$ cat src/rtl/radio_pkg.sv
// Shared constants, channel indices and the pulse validation helper for the
// radio receiver blocks.
package radio_pkg;

    localparam int unsigned NCH_DEF      = 6;
    localparam int unsigned PW_BITS_DEF  = 12;
    localparam int unsigned TO_BITS_DEF  = 15;
    localparam int unsigned FILT_DEF     = 4;
    localparam int unsigned PW_MIN_DEF   = 800;
    localparam int unsigned PW_MAX_DEF   = 2200;
    localparam int unsigned FAILSAFE_DEF = 1500;

    localparam int unsigned CH_ROLL  = 0;
    localparam int unsigned CH_PITCH = 1;
    localparam int unsigned CH_THR   = 2;
    localparam int unsigned CH_YAW   = 3;
    localparam int unsigned CH_AUX0  = 4;
    localparam int unsigned CH_AUX1  = 5;

    // A saturated count means the line was stuck high, never a real pulse.
    function automatic logic width_ok(input int unsigned cnt, input int unsigned lo,
                                      input int unsigned hi, input int unsigned sat);
        return (cnt >= lo) && (cnt <= hi) && (cnt != sat);
    endfunction

endpackage

$ cat src/rtl/radio_rx_ch.sv
// One radio channel: synchroniser, glitch filter, edge detect, width counter,
// range validation and link timeout with failsafe substitution.
module radio_rx_ch
    import radio_pkg::*;
#(
    parameter int unsigned PW_BITS  = PW_BITS_DEF,
    parameter int unsigned TO_BITS  = TO_BITS_DEF,
    parameter int unsigned FILT     = FILT_DEF,
    parameter int unsigned PW_MIN   = PW_MIN_DEF,
    parameter int unsigned PW_MAX   = PW_MAX_DEF,
    parameter int unsigned FAILSAFE = FAILSAFE_DEF
) (
    input  logic               clk_i,
    input  logic               rst_i,
    input  logic               en_i,
    input  logic               radio_i,
    output logic [PW_BITS-1:0] pulse_width_o,
    output logic               new_pulse_o,
    output logic               reject_o,
    output logic               online_o
);

    localparam logic [3:0]         RunLast = 4'(FILT - 1);
    localparam int unsigned        PwSat   = (32'd1 << PW_BITS) - 1;
    localparam logic [TO_BITS-1:0] ToLast  = {{(TO_BITS-1){1'b1}}, 1'b0};

    logic [1:0]         sync_q, sync_d;
    logic               clean_q, clean_d;
    logic               clean_dly_q, clean_dly_d;
    logic [3:0]         run_q, run_d;
    logic [PW_BITS-1:0] cnt_q, cnt_d;
    logic [PW_BITS-1:0] cap_q, cap_d;
    logic               pend_q, pend_d;
    logic [TO_BITS-1:0] to_q, to_d;
    logic [PW_BITS-1:0] pw_q, pw_d;
    logic               new_q, new_d;
    logic               rej_q, rej_d;
    logic               online_q, online_d;
    logic               rise, fall, accept, timeout;

    always_comb begin
        sync_d      = {sync_q[0], radio_i};
        clean_d     = clean_q;
        run_d       = run_q;
        clean_dly_d = clean_q;
        if (en_i) begin
            if (sync_q[1] != clean_q) begin
                if (run_q == RunLast) begin
                    clean_d = ~clean_q;
                    run_d   = '0;
                end else begin
                    run_d = run_q + 4'd1;
                end
            end else begin
                run_d = '0;
            end
        end

        rise = clean_q & ~clean_dly_q;
        fall = ~clean_q & clean_dly_q;

        // The rise cycle itself is high time, so restart at 1 rather than 0.
        cnt_d = cnt_q;
        if (rise) begin
            cnt_d = en_i ? PW_BITS'(1) : '0;
        end else if (fall) begin
            cnt_d = '0;
        end else if (en_i && clean_q && (cnt_q != '1)) begin
            cnt_d = cnt_q + 1'b1;
        end

        pend_d = fall;
        cap_d  = fall ? cnt_q : cap_q;

        accept = pend_q & width_ok(32'(cap_q), PW_MIN, PW_MAX, PwSat);
        new_d  = accept;
        rej_d  = pend_q & ~accept;

        to_d    = to_q;
        timeout = 1'b0;
        if (accept) begin
            to_d = '0;
        end else if (en_i && (to_q != '1)) begin
            to_d    = to_q + 1'b1;
            timeout = (to_q == ToLast);
        end

        pw_d     = pw_q;
        online_d = online_q;
        if (accept) begin
            pw_d     = cap_q;
            online_d = 1'b1;
        end else if (timeout) begin
            pw_d     = PW_BITS'(FAILSAFE);
            online_d = 1'b0;
        end
    end

    always_ff @(posedge clk_i) begin
        if (rst_i) begin
            sync_q      <= '0;
            clean_q     <= 1'b0;
            clean_dly_q <= 1'b0;
            run_q       <= '0;
            cnt_q       <= '0;
            cap_q       <= '0;
            pend_q      <= 1'b0;
            to_q        <= '0;
            pw_q        <= PW_BITS'(FAILSAFE);
            new_q       <= 1'b0;
            rej_q       <= 1'b0;
            online_q    <= 1'b0;
        end else begin
            sync_q      <= sync_d;
            clean_q     <= clean_d;
            clean_dly_q <= clean_dly_d;
            run_q       <= run_d;
            cnt_q       <= cnt_d;
            cap_q       <= cap_d;
            pend_q      <= pend_d;
            to_q        <= to_d;
            pw_q        <= pw_d;
            new_q       <= new_d;
            rej_q       <= rej_d;
            online_q    <= online_d;
        end
    end

    assign pulse_width_o = pw_q;
    assign new_pulse_o   = new_q;
    assign reject_o      = rej_q;
    assign online_o      = online_q;

endmodule

$ cat src/rtl/radio_rx_multi.sv
// Multi-channel RC receiver: NCH independent pulse decoders plus a registered
// aggregate link-alive flag.
module radio_rx_multi
    import radio_pkg::*;
#(
    parameter int unsigned NCH      = NCH_DEF,
    parameter int unsigned PW_BITS  = PW_BITS_DEF,
    parameter int unsigned TO_BITS  = TO_BITS_DEF,
    parameter int unsigned FILT     = FILT_DEF,
    parameter int unsigned PW_MIN   = PW_MIN_DEF,
    parameter int unsigned PW_MAX   = PW_MAX_DEF,
    parameter int unsigned FAILSAFE = FAILSAFE_DEF
) (
    input  logic                        CLK,
    input  logic                        RESET,
    input  logic                        EN,
    input  logic [NCH-1:0]              RADIO_IN,
    output logic [NCH-1:0][PW_BITS-1:0] PULSE_WIDTH,
    output logic [NCH-1:0]              NEW_PULSE,
    output logic [NCH-1:0]              REJECT,
    output logic [NCH-1:0]              ONLINE,
    output logic                        ALL_ONLINE
);

    logic all_online_q, all_online_d;

    for (genvar i = 0; i < NCH; i++) begin : g_ch
        radio_rx_ch #(
            .PW_BITS  (PW_BITS),
            .TO_BITS  (TO_BITS),
            .FILT     (FILT),
            .PW_MIN   (PW_MIN),
            .PW_MAX   (PW_MAX),
            .FAILSAFE (FAILSAFE)
        ) u_ch (
            .clk_i         (CLK),
            .rst_i         (RESET),
            .en_i          (EN),
            .radio_i       (RADIO_IN[i]),
            .pulse_width_o (PULSE_WIDTH[i]),
            .new_pulse_o   (NEW_PULSE[i]),
            .reject_o      (REJECT[i]),
            .online_o      (ONLINE[i])
        );
    end

    always_comb begin
        all_online_d = &ONLINE;
    end

    always_ff @(posedge CLK) begin
        if (RESET) begin
            all_online_q <= 1'b0;
        end else begin
            all_online_q <= all_online_d;
        end
    end

    assign ALL_ONLINE = all_online_q;

endmodule
$ cat config.mk
export PLATFORM = sky130hd
export DESIGN_NAME = radio_rx_multi
export DESIGN_NICKNAME = d
export VERILOG_FILES = /design/src/rtl/radio_pkg.sv /design/src/rtl/radio_rx_ch.sv /design/src/rtl/radio_rx_multi.sv
export SDC_FILE = /design/constraint.sdc
export NUM_CORES = 1
export LEC_CHECK = 0
export ABC_AREA = 1
export CAP_MARGIN = 40
export CORE_MARGIN = 2
export CORE_UTILIZATION = 50
export CTS_CLUSTER_SIZE = 10
export DETAILED_ROUTE_END_ITERATION = 6
export GPL_TIMING_DRIVEN = 0
export HOLD_SLACK_MARGIN = 0.06
export MAX_ROUTING_LAYER = met4
export PLACE_DENSITY_LB_ADDON = 0.08
export SYNTH_ARGS = -nofsm -noshare
export SYNTH_HDL_FRONTEND = slang
export SYNTH_SLANG_ARGS = --single-unit
$ cat constraint.sdc
create_clock -name CLK -period 1.85 [get_ports CLK]
set_input_delay 0.2775 -clock CLK [delete_from_list [all_inputs] [get_ports CLK]]
set_output_delay 0.2775 -clock CLK [all_outputs]
set_load 0.05 [all_outputs]
==> results of run 1 <==
==> worst max-delay path, cell delays in order (launching register included) <==
cell and delay [ns]:
dfxtp_1 0.38, buf_4 0.12, clkdlybuf4s15_1 0.48
==> cells in the mapped netlist (10+ instances only) <==
| cell type | n |
|---|---|
| nand2_1 | 548 |
| xnor2_1 | 14 |
| nand2_2 | 19 |
| o21ai_0 | 128 |
| nor2_2 | 13 |
| inv_1 | 252 |
| xor2_1 | 43 |
| or2_2 | 28 |
| nor2_1 | 309 |
| clkbuf_1 | 34 |
| buf_4 | 31 |
| nand3b_1 | 10 |
| nand3_1 | 163 |
| nor3_1 | 60 |
| dfxtp_1 | 379 |
| ha_1 | 24 |
| buf_2 | 18 |
| nand4_1 | 90 |
| a21oi_1 | 212 |
==> metrics by stage <==
step | instances | utilization (%) | total power, mW | area, µm² | hold WS (ns)
floorplan | 2456 | - | 8.716 | 17440 | 0.3845
global placement | 3010 | 55.15 | 8.923 | 19000 | 0.3955
detailed placement | 3012 | 55.22 | 8.937 | 19030 | 0.3925
CTS | 3076 | 58.75 | 16.83 | 20240 | 0.2610
global route | 3088 | 59.67 | 17.22 | 20560 | 0.2839
finish | 3089 | 59.68 | 16.67 | 20560 | 0.2685
==> logic make-up (layout without fill, tap and decap cells) <==
logic type,Yosys count,after routing
and+or+nand+nor,1265,1265
AOI/OAI and AO/OA,379,379
DFF,379,379
buffers and inverters,352,529
xor gates and xnor gates,57,57
adders and majority gates,24,24
other,0,1
==> power by group <==
group,switching [mW],internal (mW)
Combinational,0.386,0.147
Sequential,0.0380,8.21
Clock,3.24,4.65
Total,3.67,13.0
==> final cells by class <==
class / instances / area share, %
multi-input cells: 1725 / 41.66
flip-flops and latches: 379 / 37.02
clock buffers: 59 / 6.084
repair buffers: 115 / 4.898
inverters: 261 / 4.764
well taps: 455 / 2.768
plain buffers: 91 / 2.695
clock inverters: 3 / 0.09126
diodes: 1 / 0.01217
==> what timing repair did <==
action,in CTS,in global routing
endpoints found under the setup margin,210,206
pin swaps,1,10
cloned,0,1
gates resized for setup,113,91
buffers inserted,2,11
==> sequential cells by signal, summed over array words and instances, names as in the netlist <==
name,cells
ALL_ONLINE,1
g_ch.u_ch.cnt_q,72
g_ch.u_ch.pulse_width_o,72
g_ch.u_ch.online_o,6
g_ch.u_ch.reject_o,6
g_ch.u_ch.cap_q,72
g_ch.u_ch.clean_dly_d,6
g_ch.u_ch.sync_q,12
g_ch.u_ch.pend_q,6
g_ch.u_ch.to_q,90
g_ch.u_ch.run_q,24
g_ch.u_ch.clean_dly_q,6
g_ch.u_ch.new_pulse_o,6
==> per-layer routing <==
metal | global-route usage, % | share of wire [%]
met4 | 6.410 | 2.2
met1 | 32.98 | 47
met5 | - | 0
met3 | 3.460 | 4.6
met2 | 40.90 | 46
==> path summary, 6_finish.rpt <==
kind / endpoint / slack, ns / cells past startpoint / startpoint
max: REJECT[4] / 0.05 / 2 / g_ch[4].u_ch.reject_o
min: g_ch[1].u_ch.sync_q[0] / 0.27 / 3 / RADIO_IN[1]
max reg2reg: g_ch[5].u_ch.pulse_width_o[10] / 0.10 / 10 / g_ch[5].u_ch.to_q[0]
min reg2reg: g_ch[5].u_ch.sync_q[1] / 0.40 / 2 / g_ch[5].u_ch.sync_q[0]
==> metrics.md, run 1 <==
| Metric | Value |
|---|---|
| Mean routed wirelength per cell | `14.50 µm` |
| Compound-Gate Fraction of Synth Area | `11.33%` |
| Post-CTS Hold Buffers | `0` |
| Vias per inst | `5.249` |
| Commonest non-fill, non-tap cell in the layout | `nand2_1` |
| Clock transition at path regs | `0.05 ns` |
| Syn Std Cell Area | `17440 µm²` |
| Synth area leaders | `dfxtp_1, nand2_1, nor2_1, a21oi_1, inv_1` |
| Setup WS pre-CTS | `-0.9707 ns` |
| Synth Area in Adders | `1.721%` |
| Avg Inst Size Synth | `7.103 µm²` |
| Synthesis Warnings | `0` |
| Clock Sinks | `379` |
| Area leader, netlist | `dfxtp_1` |
| Slew margin rel. | `40.00%` |
| Yosys reg bits | `379` |
| WS Path Type | `register to output pin` |
| Die Y | `190.8 µm` |
| H-tree levels | `2` |
| CTS Buf Count | `45` |
| Post-synth ARST share | `0%` |
| Post-synth top flop | `dfxtp_1` |
| Largest net degree at the start of global routing | `12` |
| Most frequent cells in the layout | `nand2_1, dfxtp_1, nor2_1, inv_1, a21oi_1` |
| XOR/XNOR Fraction of Synth Area | `2.862%` |
| Crit path max fanout | `1` |
| Vias in the first global route | `14900` |
| Register area | `7614 µm²` |
| Fin worst setup slack | `0.05491 ns` |
| Max-Cap Viols | `0` |
| Fmax | `557.1 MHz` |
| Vias | `16210` |
| Std cell rows | `68` |
| Worst endpoint required time | `1.57 ns` |
| Crit end category | `output pin` |
| I/O pin cnt | `100` |
| Netlist cell types | `45` |
| CTS tree | `yes` |
| Post-synthesis simple-gate area fraction | `32.05%` |
| Core ar. | `34460 µm²` |
| Longest Clk Path Bufs | `3` |
| RSZ-0062 raised after global routing | `yes` |
| Final Setup Violations | `0` |
| Leakage | `8.332 nW` |
| Multi-input logic area | `8568 µm²` |
| Critical path arrival | `1.52 ns` |
| Startpoint types | `register` |
| Top cell type's share of synthesized area | `43.49%` |
| Iteration count of the initial detailed-routing pass | `5` |
| Number of fillers in the final layout | `3259` |
| Worst-Margin Slew | `0.9000 ns` |
| DRT Wirelength | `44.80 mm` |
| GP Congestion | `0.9220` |
| Max VDD drop | `0.7270 mV` |
| DRC viols | `0` |
| Final Hold Fails | `0` |
| Mux cell area share after synthesis | `0%` |
| Nets | `2651` |
| Global-route wire length before repair | `73.19 mm` |
| Period utilization | `97.03%` |
| PD cells | `810.8 nW/µm²` |
| CTS root buf | `clkbuf_16` |
| GRT Util Overall | `25.16%` |
| Die Footprint | `36400 µm²` |
| GRT overflow | `0` |
| Status | `finished clean` |
| DRT antenna net count | `0` |
| Hpwl dp | `31.76 mm` |
| Skew final | `0.02181 ns` |
| Number of synthesized flops with an enable pin | `0` |
| PortBufs | `99` |
| Post-Syn Instances | `2456` |
| Die Wd | `190.8 µm` |
| Antenna violations before repair | `0` |
| Register area share after synthesis | `43.49%` |
| Max-slew violations | `0` |
| Starting Density | `50.62%` |
| Area grow syn2layout | `17.89%` |
| Tmin final | `1.795 ns` |
| Largest family of logic cells by synthesized area | `simple AND/OR/NAND/NOR gates` |
| Worst-skew pair later-pin latency | `0.54 ns` |
| Share of layout cells above drive strength 1 | `10.82%` |
| Setup_tns | `0 ns` |
| Syn nets | `2489` |
| Starting DRT DRC Count | `1065` |
| Worst min path class | `input pin to register` |
(Power assumes the default switching activity.)
==> inputs of run 2 (changes only) <==
Settings changed: CORE_UTILIZATION 50 to 40.
==> run 2 against run 1 <==
Net effect:
- clock-buffer cell count is 6 higher
- cell count is 4.4% higher
- register-to-register slack hardly changed
- worst setup slack worse by 0.0043 ns
- utilization is 11 points lower
- largest cell class unchanged
- sequential share of layout area is 0.38 points lower
- largest power group unchanged
- sequential power hardly changed
- global-route usage is 3.4 points lower
- clock skew is 0.0093 ns lower
- combinational power is 3% higher
- power is 1.6% higher
==> metrics.md, run 2 (synthesized netlist as in run 1, its figures left out) <==
| Metric | Value |
|---|---|
| Skew final | `0.01249 ns (-0.009320 ns)` |
| GP Congestion | `0.8807 (-4.5%)` |
| Final Instance Area | `20810 µm² (+1.2%)` |
| Die Footprint | `45300 µm² (+24%)` |
| Vias | `16170 (-0.28%)` |
| Status | `finished clean` |
| CTS tree | `yes` |
| Clock transition at path regs | `0.05 ns (about the same)` |
| Nets | `2653 (+0.075%)` |
| Setup WS pre-CTS | `-1.100 ns (-0.1289 ns)` |
| WS Path Type | `register to output pin` |
| WHS Path Cells | `3 (unchanged)` |
| Worst min path class | `input pin to register` |
| Reg2Reg Depth | `11 (+1)` |
| Die Y | `212.8 µm (+12%)` |
| Fmax | `555.8 MHz (-0.24%)` |
| I/O pin cnt | `100 (unchanged)` |
| GRT Util Overall | `21.79% (-3.4 points)` |
| CTS Buf Count | `46 (+2.2%)` |
| Max-Cap Viols | `0 (unchanged)` |
| Vias in the first global route | `15080 (+1.2%)` |
| Worst-skew pair later-pin latency | `0.57 ns (+0.03 ns)` |
| Largest Register | `g_ch.u_ch.to_q` |
| Starting DRT DRC Count | `1077 (+1.1%)` |
| Most frequent cells in the layout | `nand2_1, dfxtp_1, nor2_1, inv_1, a21oi_1` |
| H-tree levels | `2 (unchanged)` |
| Core ar. | `43080 µm² (+25%)` |
| Max VDD drop | `0.5864 mV (-19%)` |
| N_diodes | `0 (-1)` |
| Critical path arrival | `1.52 ns (about the same)` |
| Share of layout cells above drive strength 1 | `10.98% (+0.16 points)` |
| DRT Wirelength | `47.72 mm (+6.5%)` |
| Worst endpoint required time | `1.57 ns (about the same)` |
| Largest net degree at the start of global routing | `12 (unchanged)` |
| Fin worst setup slack | `0.05064 ns (-0.004270 ns)` |
| Starting Density | `40.50% (-10 points)` |
| RSZ-0062 raised after global routing | `yes` |
| Largest register FFs | `90 (unchanged)` |
| PortBufs | `99 (unchanged)` |
| Antenna violations before repair | `0 (unchanged)` |
| Tmin final | `1.799 ns (+0.004270 ns)` |
| Area after DPL | `19200 µm² (+0.93%)` |
| CTS root buf | `clkbuf_16` |
| DRT antenna net count | `0 (unchanged)` |
| Vias per inst | `5.012 (-4.5%)` |
| Final Hold Fails | `0 (unchanged)` |
| Max-slew violations | `0 (unchanged)` |
| Longest Clk Path Bufs | `3 (unchanged)` |
| Global-route wire length before repair | `77.69 mm (+6.2%)` |
| Period utilization | `97.26% (+0.23 points)` |
| GRT overflow | `0 (unchanged)` |
| Final Util | `48.31% (-11 points)` |
| PD cells | `814.4 nW/µm² (+0.45%)` |
| Slew margin rel. | `39.81% (-0.19 points)` |
| Final Setup Violations | `0 (unchanged)` |
| Worst-Margin Slew | `0.9028 ns (+0.002793 ns)` |
| Area grow syn2layout | `19.29%` |
| Iteration count of the initial detailed-routing pass | `5 (unchanged)` |
| Commonest non-fill, non-tap cell in the layout | `nand2_1` |
| Crit path max fanout | `1 (unchanged)` |
| Startpoint types | `register` |
| Clock Sinks | `379 (unchanged)` |
| Mean routed wirelength per cell | `14.79 µm (+2.0%)` |
| Power after layout | `16.95 mW (+1.6%)` |
| Hpwl dp | `33.93 mm (+6.8%)` |
| Std cell rows | `76 (+12%)` |
| Hold WS | `0.2381 ns (-0.03035 ns)` |
| DRC viols | `0 (unchanged)` |
| Die Wd | `212.8 µm (+12%)` |
| Leakage | `8.316 nW (-0.19%)` |
| Crit end category | `output pin` |
-- run 2: final timing paths --
kind	end	startpoint	slack, ns
hold reg to reg	g_ch[1].u_ch.sync_q[1]	g_ch[1].u_ch.sync_q[0]	0.40
setup reg to reg	g_ch[1].u_ch.to_q[6]	g_ch[1].u_ch.cap_q[1]	0.11
setup / recovery	REJECT[2]	g_ch[2].u_ch.reject_o	0.05
hold / removal	g_ch[0].u_ch.sync_q[0]	RADIO_IN[0]	0.24
-- run 2: report_power, final --
part	internal (mW)	switching (mW)	total (mW)
sequential	8.20	0.0408	8.24
combinational	0.150	0.402	0.551
clock	4.75	3.41	8.15
total	13.1	3.85	16.9
-- run 2: what timing repair did --
| item | in CTS | in global routing |
|---|---|---|
| setup endpoints to repair | 294 | 198 |
| pin swaps | 1 | 13 |
| buffers inserted | 1 | 11 |
| gates cloned | 0 | 2 |
| endpoints found under the hold margin | 0 | 0 |
| gates resized for setup | 116 | 99 |
| hold buffers | 0 | 0 |
-- run 2: through the flow --
step,setup TNS [ns],cells
after global routing,-0.2114,3226
after CTS,-0.03860,3213
after detailed placement,-219.64,3143
final,0,3226
after floorplan,0,2456
after global placement,-233.43,3140
-- run 2: worst max-delay path: stages, from the launching register on --
cell	delay, ns
dfxtp_1	0.33
buf_4	0.10
dlygate4sd2_1	0.52
-- run 2: area by class of cell --
| type | instances | area [µm²] |
|---|---|---|
| fill | 4434 | 22270 |
| buffer | 91 | 551.8 |
| inverter | 261 | 979.7 |
| clock inverter | 4 | 23.77 |
| sequential | 379 | 7625 |
| timing repair buffer | 116 | 1013 |
| multi-input combinational | 1725 | 8600 |
| clock buffer | 65 | 1284 |
| tap | 585 | 732.0 |
-- run 2: metal layers --
metal	wire (µm)	up-vias	part of all wire, %	track usage, %
met1	23280	7474	49	29.42
met3	1808	62	3.8	2.559
li1	-	8332	-	-
met2	21630	300	45	34.22
met5	0	-	0	-
met4	1003	0	2.1	6.607
